**config.mk**
```make
export PLATFORM = sky130hd
export DESIGN_NAME = time_set_ctrl
export DESIGN_NICKNAME = d
export VERILOG_FILES = /design/src/rtl/time_set_ctrl.sv
export SDC_FILE = /design/constraint.sdc
export NUM_CORES = 1
export LEC_CHECK = 0
export ABC_AREA = 1
export BUFFER_PORTS_ARGS = -buffer_cell sky130_fd_sc_hd__buf_4
export CAP_MARGIN = 20
export CORE_ASPECT_RATIO = 1.1
export CORE_MARGIN = 8
export CORE_UTILIZATION = 61
export CTS_CLUSTER_DIAMETER = 100
export DETAILED_ROUTE_END_ITERATION = 16
export HOLD_SLACK_MARGIN = 0.08
export PLACE_DENSITY = 0.79
export REMOVE_ABC_BUFFERS = 1
export SLEW_MARGIN = 10
export SYNTH_ARGS = -nofsm -noshare
export SYNTH_HDL_FRONTEND = slang
export SYNTH_SLANG_ARGS = --single-unit
```
**constraint.sdc**
```tcl
create_clock -name clk -period 1.65 [get_ports clk]
set_input_delay 0.33 -clock clk [delete_from_list [all_inputs] [get_ports clk]]
set_output_delay 0.33 -clock clk [all_outputs]
set_load 0.03 [all_outputs]
```
**src/rtl/time_set_ctrl.sv**
```systemverilog
`default_nettype none
// ============================================================================
// Module      : time_set_ctrl
// Description : Time-setting controller for the watch datapath. Debounces
//               the raw active-low mode/cancel keys, walks
//               RUN -> SET_H -> SET_M -> SET_S -> RUN, issues clamped
//               single-cycle load strobes, gates watch counting and blinks
//               the field being edited.
//               Optional build macro: TIME_SET_AUTO_EXIT_EN (idle auto-exit
//               from the SET states after TIMEOUT_S seconds).
// Revision    : 1.0 - initial release
// ============================================================================
module time_set_ctrl #(
    parameter int CLK_HZ          = 50000000,
    parameter int DEBOUNCE_CYCLES = 500000,
    parameter int BLINK_HZ        = 2,
    parameter int TIMEOUT_S       = 10
) (
    input  logic       clk,
    input  logic       rst_n,
    input  logic       mode_btn_n,
    input  logic       cancel_btn_n,
    input  logic [5:0] val,
    output logic       run_en,
    output logic       load_h,
    output logic       load_m,
    output logic       load_s,
    output logic [5:0] load_val,
    output logic [1:0] field,
    output logic       blink
);

    // ------------------------------------------------------------------------
    // Constants
    // ------------------------------------------------------------------------
    localparam int c_DB_W = (DEBOUNCE_CYCLES > 1) ? $clog2(DEBOUNCE_CYCLES) : 1;
    localparam logic [c_DB_W-1:0] c_DB_LAST = c_DB_W'(DEBOUNCE_CYCLES - 1);

    localparam int c_HALF    = CLK_HZ / (2 * BLINK_HZ);
    localparam int c_BLINK_W = (c_HALF > 1) ? $clog2(c_HALF) : 1;
    localparam logic [c_BLINK_W-1:0] c_HALF_LAST = c_BLINK_W'(c_HALF - 1);

    localparam logic [5:0] c_MAX_HOUR = 6'd23;
    localparam logic [5:0] c_MAX_MIN  = 6'd59;

    // State encoding doubles as the field code driven on the field output.
    localparam logic [1:0] S_RUN   = 2'd0;
    localparam logic [1:0] S_SET_H = 2'd1;
    localparam logic [1:0] S_SET_M = 2'd2;
    localparam logic [1:0] S_SET_S = 2'd3;

    // ------------------------------------------------------------------------
    // Key conditioning: bit 0 = mode, bit 1 = cancel
    // ------------------------------------------------------------------------
    logic [1:0] w_key_raw;
    logic [1:0] w_key_evt;

    assign w_key_raw = {cancel_btn_n, mode_btn_n};

    for (genvar gi = 0; gi < 2; gi++) begin : g_key
        logic [1:0]        r_sync;
        logic              r_db;   // debounced level, 1 = released
        logic [c_DB_W-1:0] r_cnt;
        logic              r_evt;

        // Synchronise, debounce, and pulse once on the debounced press edge.
        always_ff @(posedge clk or negedge rst_n) begin
            if (!rst_n) begin
                r_sync <= 2'b11;
                r_db   <= 1'b1;
                r_cnt  <= '0;
                r_evt  <= 1'b0;
            end else begin
                r_sync <= {r_sync[0], w_key_raw[gi]};
                r_evt  <= 1'b0;
                if (r_sync[1] != r_db) begin
                    if (r_cnt == c_DB_LAST) begin
                        r_db  <= r_sync[1];
                        r_cnt <= '0;
                        // Only the released->pressed transition is an event.
                        r_evt <= ~r_sync[1];
                    end else begin
                        r_cnt <= r_cnt + 1'b1;
                    end
                end else begin
                    r_cnt <= '0;
                end
            end
        end

        assign w_key_evt[gi] = r_evt;
    end

    logic w_mode_evt;
    logic w_cancel_evt;

    assign w_mode_evt   = w_key_evt[0];
    assign w_cancel_evt = w_key_evt[1];

    // ------------------------------------------------------------------------
    // State registers
    // ------------------------------------------------------------------------
    logic [1:0]           r_state;
    logic [1:0]           r_field;
    logic                 r_run_en;
    logic                 r_load_h;
    logic                 r_load_m;
    logic                 r_load_s;
    logic [5:0]           r_load_val;
    logic                 r_blink;
    logic [c_BLINK_W-1:0] r_blink_cnt;
    logic                 w_timeout;

    // ------------------------------------------------------------------------
    // Optional idle auto-exit
    // ------------------------------------------------------------------------
`ifdef TIME_SET_AUTO_EXIT_EN
    localparam int c_IDLE_LIMIT = TIMEOUT_S * CLK_HZ;
    localparam int c_IDLE_W     = (c_IDLE_LIMIT > 1) ? $clog2(c_IDLE_LIMIT) : 1;
    localparam logic [c_IDLE_W-1:0] c_IDLE_LAST = c_IDLE_W'(c_IDLE_LIMIT - 1);

    logic [c_IDLE_W-1:0] r_idle_cnt;

    // Count idle cycles while editing; any key press restarts the window.
    always_ff @(posedge clk or negedge rst_n) begin
        if (!rst_n) begin
            r_idle_cnt <= '0;
        end else if ((r_state == S_RUN) || w_mode_evt || w_cancel_evt || w_timeout) begin
            r_idle_cnt <= '0;
        end else begin
            r_idle_cnt <= r_idle_cnt + 1'b1;
        end
    end

    assign w_timeout = (r_state != S_RUN) && (r_idle_cnt == c_IDLE_LAST);
`else
    assign w_timeout = 1'b0;
`endif

    // ------------------------------------------------------------------------
    // Clamped switch values
    // ------------------------------------------------------------------------
    logic [5:0] w_hour_val;
    logic [5:0] w_min_val;

    assign w_hour_val = (val > c_MAX_HOUR) ? c_MAX_HOUR : val;
    assign w_min_val  = (val > c_MAX_MIN)  ? c_MAX_MIN  : val;

    // Setting FSM with registered strobes, field decode, run gate and blink.
    always_ff @(posedge clk or negedge rst_n) begin
        if (!rst_n) begin
            r_state     <= S_RUN;
            r_field     <= S_RUN;
            r_run_en    <= 1'b1;
            r_load_h    <= 1'b0;
            r_load_m    <= 1'b0;
            r_load_s    <= 1'b0;
            r_load_val  <= '0;
            r_blink     <= 1'b1;
            r_blink_cnt <= '0;
        end else begin
            // Strobes and their value live for exactly one cycle.
            r_load_h   <= 1'b0;
            r_load_m   <= 1'b0;
            r_load_s   <= 1'b0;
            r_load_val <= '0;

            // Free-running blink while editing, steady on while running.
            if (r_state == S_RUN) begin
                r_blink     <= 1'b1;
                r_blink_cnt <= '0;
            end else if (r_blink_cnt == c_HALF_LAST) begin
                r_blink     <= ~r_blink;
                r_blink_cnt <= '0;
            end else begin
                r_blink_cnt <= r_blink_cnt + 1'b1;
            end

            if ((w_cancel_evt || w_timeout) && (r_state != S_RUN)) begin
                // Abandon the edit; fields already loaded stay loaded.
                r_state     <= S_RUN;
                r_field     <= S_RUN;
                r_run_en    <= 1'b1;
                r_blink     <= 1'b1;
                r_blink_cnt <= '0;
            end else if (w_mode_evt && !w_cancel_evt) begin
                // Every mode transition lands in a fresh blink phase.
                r_blink     <= 1'b1;
                r_blink_cnt <= '0;
                case (r_state)
                    S_RUN: begin
                        r_state  <= S_SET_H;
                        r_field  <= S_SET_H;
                        r_run_en <= 1'b0;
                    end
                    S_SET_H: begin
                        r_load_h   <= 1'b1;
                        r_load_val <= w_hour_val;
                        r_state    <= S_SET_M;
                        r_field    <= S_SET_M;
                    end
                    S_SET_M: begin
                        r_load_m   <= 1'b1;
                        r_load_val <= w_min_val;
                        r_state    <= S_SET_S;
                        r_field    <= S_SET_S;
                    end
                    default: begin
                        r_load_s   <= 1'b1;
                        r_load_val <= w_min_val;
                        r_state    <= S_RUN;
                        r_field    <= S_RUN;
                        r_run_en   <= 1'b1;
                    end
                endcase
            end
        end
    end

    // ------------------------------------------------------------------------
    // Outputs
    // ------------------------------------------------------------------------
    assign run_en   = r_run_en;
    assign load_h   = r_load_h;
    assign load_m   = r_load_m;
    assign load_s   = r_load_s;
    assign load_val = r_load_val;
    assign field    = r_field;
    assign blink    = r_blink;

endmodule
`default_nettype wire

```
Word-level counts from Yosys, hierarchy flattened
Index checks and enable logic that the tools add are counted.

operators by class
  equality and inequality tests = 8
  bitwise operators = 3
  add/subtract/negate cells = 3
  reduce and logical (&&, ||, !) cells = 12
  muxes and demuxes = 36
  magnitude comparators = 2

operators with widths
  kind                                                                    number
  24-bit 2-to-1 mux                                                       4
  19-bit 2-to-1 mux                                                       4
  19-bit by 1-bit adder with 19-bit output (second input constant)        2
  19-bit equality test (second input constant)                            2
  24-bit by 1-bit adder with 24-bit output (second input constant)        1
  24-bit equality test (second input constant)                            1
  6-bit 2-to-1 mux                                                        4
  1-bit 2-to-1 mux                                                        19
  6-bit one-hot mux with 2 select lines                                   1
  6-bit by 5-bit > comparator with 1-bit output (second input constant)   1
  6-bit > comparator (second input constant)                              1
  2-bit one-hot mux with 3 select lines                                   1
  2-bit AND reduction                                                     3
  2-bit 2-to-1 mux                                                        2
  2-bit nonzero test                                                      2
  4-bit nonzero test                                                      1
  1-bit NOT                                                               3
  3-bit OR reduction                                                      1
  2-bit by 1-bit equality test with 1-bit output (second input constant)  1
  2-bit equality test (second input constant)                             1
  1-bit logical AND                                                       2
  2-bit zero test                                                         1
  1-bit != test                                                           2
  2-bit by 1-bit != test with 1-bit output (second input constant)        1
  3 further kinds                                                         3

storage, ports and cells
  register bits after elaboration = 83
  word-level logic and storage cells = 80
  output and inout port bits = 13

Longest topological paths before layout
  depth after elaboration = 5
  depth in mapped cells = 10

Worst setup path before layout
OpenSTA, ideal clock, no wires.

  kind = register to register
  start point = register field[0] (netlist name)
  end point = register r_blink_cnt[6]
  path slack = 0.091 ns
  clock period less this slack = 1.559 ns
  arrival time = 1.487 ns
  setup time = 0.072 ns
  stages on the path, launching flop included = 9
  path through = dfrtp_1 inv_1 ha_1 inv_1 nand3_1 inv_1 o21ai_4 buf_6 nor2_1

RTL lines
  element                 line  source
  end signal: assignment  176   r_blink_cnt <= r_blink_cnt + 1'b1;
  end: declaration        111   logic [c_BLINK_W-1:0] r_blink_cnt;

==> impl_metrics.toml <==
[routing]
wl_um = 9290
drc = 0
wl_per_cell_um = 12.5
ant_nets = 0
drtIter0Drc = 150
viasPerCell = 5.20
vias = 3860
first_pass_iters = 4

[pwr]
finalPower_mw = 3.87
p_leak_nw = 2.27
powerDensity_nw_per_um2 = 759
peakVddDrop_uv = 506

[floorplan]
dieWidth_um = 97.4
placementRows = 32
io_pins = 23
initial_core_util = 0.631
fp.dieH_um = 106
core_region_area_um2 = 7050
dieArea_um2 = 10300

[worst_setup_path]
crit_start = "field[0]"
slowest_delay_ns = 0.42
setup.worst_path.start_class = "flop"
cp_slowest_cell = "dfrtp_2"
crit_family = "buffers and inverters"
cpMostUsedCell = "inv_1"
endpoint_kind = "flop"
r2r-start = "field[0]"
path_cells = "inv_1, ha_1, inv_1, nand3_1, inv_1, o21ai_4, buf_4, nor2_1"
cp_data_arrival_time_ns = 1.83
cp_num_buf_inv = 4
crit_fanout = 8
critPathRequiredTime_ns = 1.94
crit_type = "reg -> reg"

[clock_network]
clk_pin_slew_ns = 0.09
cts_tree = "yes"
clk_path_buf_depth = 2
cts_buffers = 9
clkSinkCount = 83
htreeDepth = 3
root_buffer = "clkbuf_8"
clk_latency_ns = 0.36

[cells_and_area]
multiInputGateArea_um2 = 2060
num-fill-cells = 573
regArea_um2 = 2090
final_common_cell = "nor2_1"
synthToLayoutAreaGrowth_pct = 14.8
antennaDiodeCount = 0
layout-drive-gt1-share = 0.116
post-route-util = 0.724
layout_common_cells = "nor2_1, nand2_1, inv_1"
finalNetCount = 670

[grt]
grt_max_degree = 42
grt_use_total = 0.189
grt_pass1_wl_um = 16200
gr-total-overflow = 0
antenna_found_initial = 0
grt_pass1_vias = 3812

[placed_design]
dp_hpwl_um = 6900
port_buffers = 22
gp_congestion = 0.900

[timing]
whs_ns = 0.225
finClkSkew_ns = 0.0133
hold_violations = 0
post-route-min-period_ns = 1.54
finalSetupViolCount = 0
fmax_ghz = 0.651
tightest_slew_ns = 0.356
final-max-slew-violation-count = 0
relSlewSlack = 0.760
tns_ns = 0
rsz0062_at_grt = "false"
post-route-period-util = 0.931

[logic_synthesis]
yosys.area.top_type_share = 0.422
ys.warnings.count = 0
syn_area_um2 = 4440
synth_cells = 606
synth-seq-cells = 83
synth_largest_area_cell = "dfrtp_1"
ys_seq_area_frac = 0.470
ys_top_cells_by_area = "dfrtp_1, nor2_1, nand2_1"
yosysUniqueCellTypes = 28
synth_area_per_cell_um2 = 7.33

[outcome]
outcome = "finished clean"

[job]
max-cap-violations = 0

[hold_path]
hold_path_class = "in -> reg"
hp-start = "val[1]"
==> flip-flops by register name, summed over array words and instances (netlist names), 2 cells and up <==
register / count
g_key.r_cnt: 38
g_key.r_evt: 2
g_key.r_db: 2
load_val: 6
g_key.r_sync: 4
r_blink_cnt: 24
field: 2
==> cells by family (layout without fill, tap and decap cells) <==
family / Yosys count / after routing / synth area share
and+or+nand+nor: 373 / 373 / 0.341
buffers and inverters: 84 / 135 / 0.0729
DFF: 83 / 83 / 0.470
xor gates and xnor gates: 30 / 30 / 0.0591
AOI/OAI and AO/OA: 28 / 28 / 0.0352
adders and majority gates: 8 / 8 / 0.0225
==> layer usage <==
layer | vias up | share of wire | GRT usage | wire, um
met5 | - | 0 | 0 | 0
met4 | 0 | 0.028 | 0.0986 | 257
met3 | 19 | 0.032 | 0.0300 | 295
met2 | 80 | 0.51 | 0.345 | 4770
met1 | 1814 | 0.43 | 0.206 | 3970
li1 | 1947 | - | - | -
==> cell usage after synthesis, drive strengths merged <==
library cell	n
ha	8
o21ai	20
xnor2	8
nand3b	1
dfrtp	75
nor3	14
and2	1
nor2b	1
nand4	8
buf	2
dfstp	8
a211oi	1
nor2	173
clkinv	1
o31ai	1
clkbuf	1
a21oi	6
inv	80
nand3	32
xor2	22
nand2	143
==> cell type report <==
cell class | instances | area share
clock buffers | 9 | 0.0243
clock inverters | 7 | 0.0206
inverters | 81 | 0.0596
multi-input cells | 439 | 0.403
flip-flops and latches | 83 | 0.409
well taps | 85 | 0.0208
repair buffers | 38 | 0.0623
==> stage by stage <==
stage / worst slack [ns] / instances / area, um2
final: 0.114 / 742 / 5100
after global routing: 0.0124 / 742 / 5100
after CTS: 0.0396 / 739 / 5050
after detailed placement: 0.0800 / 720 / 4800
after global placement: 0.112 / 720 / 4800
after floorplan: 0.104 / 603 / 4420
==> report_power, final <==
group	switching, mW	internal, mW
sequential	0.0112	2.05
combinational	0.0846	0.0510
clock	0.796	0.876
==> worst paths after layout <==
path                       cells past startpoint  slack, ns            endpoint
hold / removal                                 3       0.22         load_val[1]
hold reg to reg                                0       0.36  g_key[0].r_sync[1]
max in group asynchronous                      3       0.66  g_key[1].r_sync[0]
min in group asynchronous                      2       0.40         load_val[5]
setup / recovery                               8       0.11     r_blink_cnt[13]
setup reg to reg                               8       0.11     r_blink_cnt[13]
==> timing repair <==
action                                 4_1_cts  5_1_grt
endpoints found under the hold margin       24        0
setup buffers                                0        3
resized for setup                            0        9
setup endpoints to repair                    0       35
hold buffers                                 3        0
==> worst register-to-register path, cell delays in order (launching register included) <==
cell	delay [ns]
dfrtp_2	0.42
inv_1	0.09
ha_1	0.22
inv_1	0.10
nand3_1	0.14
inv_1	0.15
o21ai_4	0.07
buf_4	0.17
nor2_1	0.11
Power figures use the tool's default switching activity.
